## config.mk

```make
export PLATFORM = sky130hd
export DESIGN_NAME = uart_tx_flat
export DESIGN_NICKNAME = d
export VERILOG_FILES = /design/src/rtl/uart_pkg.sv /design/src/rtl/uart_tx_if.sv /design/src/rtl/uart_tx_fifo.sv /design/src/rtl/uart_tx.sv /design/src/flat_wrapper.sv
export SDC_FILE = /design/constraint.sdc
export NUM_CORES = 1
export LEC_CHECK = 0
export BUFFER_PORTS_ARGS = -buffer_cell sky130_fd_sc_hd__buf_4
export CAP_MARGIN = 20
export CORE_MARGIN = 10
export CORE_UTILIZATION = 45
export DETAILED_ROUTE_END_ITERATION = 16
export SYNTH_ARGS = -nofsm -noshare
export SYNTH_HDL_FRONTEND = slang
export SYNTH_SLANG_ARGS = --single-unit
```

## constraint.sdc

```tcl
create_clock -name clk -period 3.8 [get_ports clk]
set_clock_uncertainty 0.1 [all_clocks]
set_input_delay 0.38 -clock clk [delete_from_list [all_inputs] [get_ports clk]]
set_output_delay 0.38 -clock clk [all_outputs]
set_load 0.05 [all_outputs]
```

## src/rtl/uart_pkg.sv

```systemverilog
// Shared definitions for the UART transmitter: FSM encoding, frame constants
// and the line level driven in each state.
package uart_pkg;

  typedef enum logic [1:0] {
    ST_IDLE  = 2'd0,
    ST_START = 2'd1,
    ST_DATA  = 2'd2,
    ST_STOP  = 2'd3
  } uart_state_e;

  localparam int unsigned DATA_BITS  = 8;
  localparam int unsigned FRAME_BITS = 10;

  // Level the serial line must carry while the FSM sits in a given state.
  function automatic logic line_level(input uart_state_e state, input logic data_bit);
    logic level;
    case (state)
      ST_START: level = 1'b0;
      ST_DATA:  level = data_bit;
      ST_STOP:  level = 1'b1;
      default:  level = 1'b1;
    endcase
    return level;
  endfunction

endpackage

```

## src/rtl/uart_tx_if.sv

```systemverilog
// Write-side and status bundle of the UART transmitter.
interface uart_tx_if;
  import uart_pkg::*;

  logic [DATA_BITS-1:0] wr_data;
  logic                 wr_en;
  logic                 full;
  logic                 busy;
  logic                 overflow;
  logic                 tx;

  modport master (output wr_data, output wr_en,
                  input full, input busy, input overflow, input tx);
  modport slave  (input wr_data, input wr_en,
                  output full, output busy, output overflow, output tx);
endinterface

```

## src/rtl/uart_tx_fifo.sv

```systemverilog
// Synchronous show-ahead FIFO with registered occupancy and a sticky flag
// for writes dropped while full.
module fifo #(
  parameter int unsigned WIDTH    = 8,
  parameter int unsigned DEPTH_BW = 4
) (
  input  logic             clk,
  input  logic             rst_n,
  input  logic             i_wr_en,
  input  logic [WIDTH-1:0] i_wr_data,
  input  logic             i_rd_en,
  output logic [WIDTH-1:0] o_rd_data,
  output logic             o_full,
  output logic             o_empty,
  output logic             o_overflow
);

  localparam int unsigned      DEPTH    = 1 << DEPTH_BW;
  localparam logic [DEPTH_BW:0] FULL_CNT = (DEPTH_BW + 1)'(DEPTH);

  logic [WIDTH-1:0]    r_mem [DEPTH];
  logic [DEPTH_BW-1:0] r_wr_ptr;
  logic [DEPTH_BW-1:0] r_rd_ptr;
  logic [DEPTH_BW:0]   r_count;
  logic                r_overflow;
  logic                w_full;
  logic                w_empty;
  logic                w_wr_acc;
  logic                w_rd_acc;

  assign w_full   = (r_count == FULL_CNT);
  assign w_empty  = (r_count == '0);
  // Full is judged on the registered count, so a same-cycle pop never rescues a write.
  assign w_wr_acc = i_wr_en & ~w_full;
  assign w_rd_acc = i_rd_en & ~w_empty;

  always_ff @(posedge clk) begin
    if (w_wr_acc) begin
      r_mem[r_wr_ptr] <= i_wr_data;
    end
  end

  always_ff @(posedge clk or negedge rst_n) begin
    if (!rst_n) begin
      r_wr_ptr   <= '0;
      r_rd_ptr   <= '0;
      r_count    <= '0;
      r_overflow <= 1'b0;
    end else begin
      if (w_wr_acc) begin
        r_wr_ptr <= r_wr_ptr + DEPTH_BW'(1);
      end
      if (w_rd_acc) begin
        r_rd_ptr <= r_rd_ptr + DEPTH_BW'(1);
      end
      case ({w_wr_acc, w_rd_acc})
        2'b10:   r_count <= r_count + (DEPTH_BW + 1)'(1);
        2'b01:   r_count <= r_count - (DEPTH_BW + 1)'(1);
        default: r_count <= r_count;
      endcase
      if (i_wr_en && w_full) begin
        r_overflow <= 1'b1;
      end
    end
  end

  assign o_rd_data  = r_mem[r_rd_ptr];
  assign o_full     = w_full;
  assign o_empty    = w_empty;
  assign o_overflow = r_overflow;

endmodule

```

## src/rtl/uart_tx.sv

```systemverilog
// 8N1 UART transmitter fed by a byte FIFO; frames are sent back-to-back
// while the FIFO holds data.
module uart_tx
  import uart_pkg::*;
#(
  parameter int unsigned CLK_FREQ            = 27_000_000,
  parameter int unsigned BAUD_RATE           = 115200,
  parameter int unsigned FIFO_DEPTH_BITWIDTH = 4
) (
  input logic      clk,
  input logic      rst_n,
  uart_tx_if.slave bus
);

  localparam int unsigned       CLKS_PER_BIT = CLK_FREQ / BAUD_RATE;
  localparam int unsigned       CNT_W        = (CLKS_PER_BIT > 1) ? $clog2(CLKS_PER_BIT) : 1;
  localparam logic [CNT_W-1:0]  LAST_CNT     = CNT_W'(CLKS_PER_BIT - 1);
  localparam logic [2:0]        LAST_IDX     = 3'(DATA_BITS - 1);

  uart_state_e          r_state;
  uart_state_e          w_state_nxt;
  logic [CNT_W-1:0]     r_cnt;
  logic [CNT_W-1:0]     w_cnt_nxt;
  logic [2:0]           r_bit_idx;
  logic [2:0]           w_bit_idx_nxt;
  logic [DATA_BITS-1:0] r_shift;
  logic [DATA_BITS-1:0] w_shift_nxt;
  logic                 r_tx;
  logic                 w_pop;
  logic                 w_bit_done;
  logic [DATA_BITS-1:0] w_rd_data;
  logic                 w_full;
  logic                 w_empty;
  logic                 w_overflow;

  fifo #(
    .WIDTH    (DATA_BITS),
    .DEPTH_BW (FIFO_DEPTH_BITWIDTH)
  ) u_fifo (
    .clk        (clk),
    .rst_n      (rst_n),
    .i_wr_en    (bus.wr_en),
    .i_wr_data  (bus.wr_data),
    .i_rd_en    (w_pop),
    .o_rd_data  (w_rd_data),
    .o_full     (w_full),
    .o_empty    (w_empty),
    .o_overflow (w_overflow)
  );

  assign w_bit_done = (r_cnt == LAST_CNT);

  always_comb begin
    w_state_nxt   = r_state;
    w_cnt_nxt     = w_bit_done ? '0 : r_cnt + CNT_W'(1);
    w_bit_idx_nxt = r_bit_idx;
    w_shift_nxt   = r_shift;
    w_pop         = 1'b0;
    case (r_state)
      ST_IDLE: begin
        w_cnt_nxt = '0;
        if (!w_empty) begin
          w_pop       = 1'b1;
          w_shift_nxt = w_rd_data;
          w_state_nxt = ST_START;
        end else begin
          w_state_nxt = ST_IDLE;
        end
      end
      ST_START: begin
        if (w_bit_done) begin
          w_bit_idx_nxt = '0;
          w_state_nxt   = ST_DATA;
        end else begin
          w_state_nxt = ST_START;
        end
      end
      ST_DATA: begin
        if (w_bit_done) begin
          w_shift_nxt   = r_shift >> 1;
          w_bit_idx_nxt = r_bit_idx + 3'd1;
          w_state_nxt   = (r_bit_idx == LAST_IDX) ? ST_STOP : ST_DATA;
        end else begin
          w_state_nxt = ST_DATA;
        end
      end
      ST_STOP: begin
        // Chain straight into the next start bit when more data is waiting.
        if (w_bit_done && !w_empty) begin
          w_pop       = 1'b1;
          w_shift_nxt = w_rd_data;
          w_state_nxt = ST_START;
        end else if (w_bit_done) begin
          w_state_nxt = ST_IDLE;
        end else begin
          w_state_nxt = ST_STOP;
        end
      end
      default: begin
        w_state_nxt = ST_IDLE;
      end
    endcase
  end

  always_ff @(posedge clk or negedge rst_n) begin
    if (!rst_n) begin
      r_state   <= ST_IDLE;
      r_cnt     <= '0;
      r_bit_idx <= '0;
      r_shift   <= '0;
      r_tx      <= 1'b1;
    end else begin
      r_state   <= w_state_nxt;
      r_cnt     <= w_cnt_nxt;
      r_bit_idx <= w_bit_idx_nxt;
      r_shift   <= w_shift_nxt;
      r_tx      <= line_level(r_state, r_shift[0]);
    end
  end

  assign bus.tx       = r_tx;
  assign bus.full     = w_full;
  assign bus.overflow = w_overflow;
  assign bus.busy     = (r_state != ST_IDLE) | ~w_empty;

endmodule

```

## src/flat_wrapper.sv

```systemverilog
// flat-port wrapper written by rule: the top's interface ports become plain ports
module uart_tx_flat import uart_pkg::*;
#(
  parameter int unsigned CLK_FREQ            = 27_000_000,
  parameter int unsigned BAUD_RATE           = 115200,
  parameter int unsigned FIFO_DEPTH_BITWIDTH = 4
)
  (clk, rst_n, bus_wr_data, bus_wr_en, bus_full, bus_busy, bus_overflow, bus_tx);
  uart_tx_if bus_i ();
  input logic clk;
  input logic rst_n;
  input wire logic [$bits(bus_i.wr_data)-1:0] bus_wr_data;
  input wire logic [$bits(bus_i.wr_en)-1:0] bus_wr_en;
  output wire logic [$bits(bus_i.full)-1:0] bus_full;
  output wire logic [$bits(bus_i.busy)-1:0] bus_busy;
  output wire logic [$bits(bus_i.overflow)-1:0] bus_overflow;
  output wire logic [$bits(bus_i.tx)-1:0] bus_tx;
  assign bus_i.wr_data = bus_wr_data;
  assign bus_i.wr_en = bus_wr_en;
  assign bus_full = bus_i.full;
  assign bus_busy = bus_i.busy;
  assign bus_overflow = bus_i.overflow;
  assign bus_tx = bus_i.tx;
  uart_tx #(.CLK_FREQ(CLK_FREQ), .BAUD_RATE(BAUD_RATE), .FIFO_DEPTH_BITWIDTH(FIFO_DEPTH_BITWIDTH)) u_core (.clk(clk), .rst_n(rst_n), .bus(bus_i));
endmodule
```

== After elaboration in Yosys (flattened, before gate mapping) ==
Memory sizes are Yosys's and may differ from the RTL's.
Cells that the tools add are included.

* RAM bits: 128
* Word-level logic and storage cells: 67
* Memories kept: 1
* Output and inout port bits: 4
* Input bits: 11
* Bits in registers: 36

* Add/subtract/negate cells: 6
* Mux-type cells: 23
* Reduce and logical (&&, ||, !) cells: 11
* Bitwise operators: 5
* Equal/unequal tests: 12

{| class="wikitable"
|+ Memories
! name !! words !! width !! read ports !! clocked after memory_dff !! wr ports !! line !! source
|-
| u_core.u_fifo.r_mem || 16 || 8 || 1 || 0 || 1 || uart_tx_fifo.sv:21 || <nowiki>logic [WIDTH-1:0] r_mem [DEPTH];</nowiki>
|}

{| class="wikitable"
|+ Operators with widths
! operator !! count
|-
| 2-to-1 mux 8 bit || 5
|-
| case mux 8 bit (3 select lines) || 1
|-
| case mux 5 bit (2 select lines) || 1
|-
| adder 4 x 1 -> 4 bit (second input constant) || 2
|-
| adder 8 x 1 -> 8 bit (second input constant) || 1
|-
| == test 8 bit (second input constant) || 1
|-
| 2-to-1 mux 2 bit || 4
|-
| case mux 2 bit (4 select lines) || 1
|-
| == test 2 bit (second input constant) || 3
|-
| 2-to-1 mux 1 bit || 6
|-
| 2-to-1 mux 3 bit || 2
|-
| != test 2 x 1 -> 1 bit (second input constant) || 3
|-
| case mux 3 bit (2 select lines) || 1
|-
| nonzero test 2 bit || 3
|-
| adder 5 x 1 -> 5 bit (second input constant) || 1
|-
| == test 5 bit (second input constant) || 1
|-
| logical NOT 5 bit || 1
|-
| subtractor 5 x 1 -> 5 bit (second input constant) || 1
|-
| == test 2 x 1 -> 1 bit (second input constant) || 2
|-
| case mux 1 bit (2 select lines) || 2
|-
| AND reduction 4 bit || 1
|-
| adder 3 x 1 -> 3 bit (second input constant) || 1
|-
| == test 3 bit (second input constant) || 1
|-
| AND reduction 3 bit || 1
|-
| other kinds (8) || 11
|}

== Logic depth before layout (Yosys ltp) ==
* Depth in word-level cells: 8
* Depth in mapped cells: 12
* Gate-level depth less buffers: 12

== By module ==
From an unflattened synthesis, not the netlist that was laid out.

* Cells, all modules: 436
* Area total of the unflattened synthesis: 7011.7 um^2

{| class="wikitable"
|+ By module, submodules not included
! module !! instances !! sequential area each (um^2) !! area an instance (um^2) !! cells each
|-
| fifo || 1 || 4194.0 || 5811.8 || 334
|-
| uart_tx || 1 || 551.8 || 1199.9 || 102
|}

== Worst setup path after synthesis ==
No wires, ideal clock.

* Path kind: reg2reg
* Start point: register u_core.u_fifo.r_count[1]
* End point: register u_core.u_fifo.r_count[4]
* Data arrival time: 2456 ps
* Setup time: 123 ps
* Cell stages (with the launch flop): 13
* Path slack: 1121 ps
* Path through: dfrtp_1 -> nor4_2 -> nand2_1 -> and2_1 -> clkbuf_1 -> inv_1 -> ha_1 -> ha_1 -> a21o_1 -> a21oi_1 -> xor2_1 -> nor2_1 -> xnor2_1

* Cells in the longest elaborated chain, start to end: 8

{| class="wikitable"
|+ RTL lines
! element !! line !! source
|-
| start: declaration || uart_tx_fifo.sv:24 || <nowiki>logic [DEPTH_BW:0] r_count;</nowiki>
|-
| start signal: assignment || uart_tx_fifo.sv:57 || <nowiki>2'b10: r_count <= r_count + (DEPTH_BW + 1)'(1);</nowiki>
|-
| start signal: assignment || uart_tx_fifo.sv:58 || <nowiki>2'b01: r_count <= r_count - (DEPTH_BW + 1)'(1);</nowiki>
|-
| start signal: assignment || uart_tx_fifo.sv:59 || <nowiki>default: r_count <= r_count;</nowiki>
|-
| logical NOT 5 bit || uart_tx_fifo.sv:32 || <nowiki>assign w_empty = (r_count == '0);</nowiki>
|-
| logical NOT 1 bit || -- ||
|-
| logical AND 1 bit || uart_tx.sv:89 || <nowiki>if (w_bit_done && !w_empty) begin</nowiki>
|-
| 2-to-1 mux 1 bit || uart_tx.sv:89 ||
|-
| case mux 1 bit (2 select lines) || uart_tx.sv:59 || <nowiki>case (r_state)</nowiki>
|-
| AND 1 bit || uart_tx_fifo.sv:35 || <nowiki>assign w_rd_acc = i_rd_en & ~w_empty;</nowiki>
|-
| == test 2 x 1 -> 1 bit / == test 2 bit (equally long branches) || uart_tx_fifo.sv:56 || <nowiki>case ({w_wr_acc, w_rd_acc})</nowiki>
|-
| case mux 5 bit (2 select lines) / nonzero test 2 bit (equally long branches) || -- ||
|}

Parallel ways exist; a longest one is shown, timed or not.
A chain may end at the register's enable or synchronous reset.

== Worst setup path after layout ==
* Start point: register u_core.r_cnt[2]
* End point: register u_core.u_fifo.r_count[4]

* Cells in the longest elaborated chain, start to end: 7

{| class="wikitable"
|+ RTL lines
! element !! line !! source
|-
| start: declaration || uart_tx.sv:22 || <nowiki>logic [CNT_W-1:0] r_cnt;</nowiki>
|-
| start signal: assignment || uart_tx.sv:114 || <nowiki>r_cnt <= w_cnt_nxt;</nowiki>
|-
| == test 8 bit * || uart_tx.sv:51 || <nowiki>assign w_bit_done = (r_cnt == LAST_CNT);</nowiki>
|-
| logical AND 1 bit * || uart_tx.sv:89 ||
|-
| 2-to-1 mux 1 bit * || uart_tx.sv:89 ||
|-
| case mux 1 bit (2 select lines) * || uart_tx.sv:59 ||
|-
| AND 1 bit * || uart_tx_fifo.sv:35 ||
|-
| net u_core.u_fifo.w_rd_acc || uart_tx_fifo.sv:29 || <nowiki>logic w_rd_acc;</nowiki>
|-
| == test 2 x 1 -> 1 bit / == test 2 bit (equally long branches) || uart_tx_fifo.sv:56 ||
|-
| case mux 5 bit (2 select lines) / nonzero test 2 bit (equally long branches) || -- ||
|}

The timed path passes the listed nets; every way through them passes the cells marked *.

==> flow_summary.ini <==
[critical_path]
ff2ff_path_depth = 10
crit_required_ns = 4.02
r2r_start = u_core.r_cnt[2]
crit_type = flop to flop
crit_path_start_kind = flop
critPathCaptureType = flop
cp_max_fo = 5
rr_endpoint = u_core.u_fifo.r_count[4]
arrival_ns = 3.14
regToRegSetupSlack_ns = 0.88
crit_path_start = u_core.r_cnt[2]

[cells_and_area]
fin_util_pct = 51.9
fin_area_mm2 = 0.00763
ff_latch_area_mm2 = 0.00475
layout_common_cells = edfxtp_1, dfrtp_1, nor2_1
layout.nets = 451
n_antenna_cell = 0
area_growth_pct = 11.6
multi_input_area_mm2 = 0.00189
n_fill_cell = 1160
drive_above_1_share_pct = 18.5
final_common_cell = edfxtp_1

[floorplanning]
start_util_pct = 46.5
dieArea_mm2 = 0.0205
coreArea_mm2 = 0.0147
fp-row-count = 44
die_w_um = 143
die_y_um = 143
ios = 15

[logic_synthesis]
syn_area_per_cell_um2 = 17.1
synth-main-ff-cell = edfxtp_1
syn_nets = 430
yosys.cell_types.count = 44
synth_edf_count = 128
synth-seq-cells = 164
synthArstFlopShare_pct = 22.0
synth_warnings = 0
syn_area_mm2 = 0.00683
yosysSeqAreaShare_pct = 69.4
syn-instance-count = 400

[timing]
fmax_mhz = 342
finalHoldViolations = 0
setup_viol = 0
drv_slew = 0
tightest_slew_ns = 0.984
fin_setup_tns_ns = 0
fin_crit_ns = 2.92
timing.slew.headroom_pct = 34.2
grt_setup_unrepaired = no
fin_crit_sh_pct = 76.8

[power_and_ir_drop]
netSwitchingPower_uw = 1080
p_int_uw = 3210
peakVddDrop_mv = 0.339
p_leak_uw = 0.00270
clockPowerShare_pct = 37.5
pwr-share-seq_pct = 51.9
p_per_area_mw_per_mm2 = 562
switching_share_pct = 25.2
combPwrFrac_pct = 10.7

[clocking]
clk_pin_slew_ns = 0.06
cts_max_path_buffers = 2
cts-root-buf = clkbuf_16
cts_made_buffers = 17
h-tree-depth = 4
cts_sinks = 164
insertion_delay_ns = 0.43
cts_tree = yes
cts_resized = 0
cts_setup_buffers = 0

[routing]
drt_iter0_markers = 305
first_pass_iters = 5
vias = 3434
wire_per_inst_um = 20.8
drcViolationCount = 0
finalWirelength_mm = 12.8
drt-vias-per-instance = 5.57
ant_nets = 0

[hold_path]
hold_depth = 2
hold_end = u_core.u_fifo.o_overflow
min_path_type = input port to flop
hold_start = bus_wr_en

[global_routing]
grt_overflow_total = 0
grt_pass1_vias = 3571
grt_pass1_wl_mm = 20.5
grt_usage_pct = 13.4
antenna_found_initial = 0
grt_max_degree = 37

[place]
dp_hpwl_mm = 7.86
place_area_mm2 = 0.00708
numPortBuffers = 14
place.gp.congestion = 0.787

[run]
maxCapViolations = 0

[outcome]
status = complete, no violations
==> routing by layer <==
metal  vias up  share of wire, %  track usage, %
met5         -                 0               0
met4         0               2.1            5.64
met3        19               4.1            3.32
met2        89                49            21.2
met1      1734                45            17.2
li1       1592                 -               -
==> state kept, by name, indices dropped and copies added, names as in the netlist, 2 cells and up <==
register / flops
u_core.u_fifo.r_rd_ptr: 4
u_core.u_fifo.r_wr_ptr: 4
u_core.u_fifo.r_count: 5
u_core.r_state: 2
u_core.u_fifo.r_mem: 128
u_core.r_bit_idx: 3
u_core.r_cnt: 8
u_core.r_shift: 8
==> area by class of cell <==
type	instances	share of cell area (%)
Tap cell	184	3.02
Multi-Input combinational cell	206	24.8
Timing Repair Buffer	22	2.36
Inverter	10	0.492
Clock buffer	21	5.77
Sequential cell	164	62.2
Clock inverter	10	1.30
==> synthesized netlist by cell type (4+ instances only) <==
library cell    n  share of area (%)
mux4_2         25                8.2
nor3_1          5               0.37
inv_1          10               0.55
ha_1           18                3.3
nor2_1         31                1.7
edfxtp_1      128                 56
a22oi_1        17                1.9
buf_6           5               0.82
dfrtp_1        35                 13
nand2_1        17               0.93
clkbuf_1        4               0.22
a21oi_1        26                1.9
mux4_1          7                2.7
o21ai_0         8               0.59
nand3_1         4               0.29
xnor2_1         9                1.2
xor2_1          7               0.90
==> cells by family (layout without fill, tap and decap cells) <==
family	Yosys count	count (layout)	share of synthesized area (%)
adders and majority gates	19	19	3.59
DFF	164	164	69.4
AOI/OAI and AO/OA	61	61	5.49
xor gates and xnor gates	16	16	2.05
muxes	35	35	11.5
buffers and inverters	30	63	2.84
and+or+nand+nor	75	75	5.11
==> worst max-delay path, stage by stage (launching register included) <==
cell	delay [ns]
dfrtp_1	0.43
or3b_1	0.46
nor3_1	0.23
o21a_1	0.27
ha_1	0.32
ha_1	0.31
a21o_1	0.19
a21oi_1	0.16
xor2_1	0.16
nor2_1	0.06
xnor2_1	0.12
==> power groups by stage <==
stage | clock network [uW] | logic, uW | registers (uW)
after floorplan | 0 | 315 | 2240
after global placement | 0 | 452 | 2250
after detailed placement | 0 | 464 | 2260
after CTS | 1630 | 469 | 2230
after global routing | 1700 | 515 | 2240
final | 1610 | 457 | 2220
==> what timing repair did <==
action / 4_1_cts / 5_1_grt
setup endpoints to repair: 0 / 0
hold endpoints to repair: 35 / 0
hold buffers: 1 / 0
==> worst max path at each step <==
stage | end | slack, ns | cells after the start
floorplan | u_core.u_fifo.r_count[4] | 1.12 | 12
global placement | u_core.u_fifo.r_count[4] | 0.95 | 10
detailed placement | u_core.u_fifo.r_count[4] | 0.88 | 10
CTS | u_core.u_fifo.r_count[4] | 0.87 | 10
global route | u_core.u_fifo.r_count[4] | 0.65 | 10
finish | u_core.u_fifo.r_count[4] | 0.88 | 10
==> per-stage QoR <==
step	total power, uW	setup slack [ns]	hold slack (ns)	std cells
final	4290	0.880	0.0637	617
after global routing	4460	0.649	0.0768	617
after CTS	4330	0.866	0.0588	617
after detailed placement	2730	0.882	0.277	585
after global placement	2700	0.947	0.268	585
after floorplan	2550	1.12	-0.0156	400
Note: power is estimated with default switching activity, not from simulation.
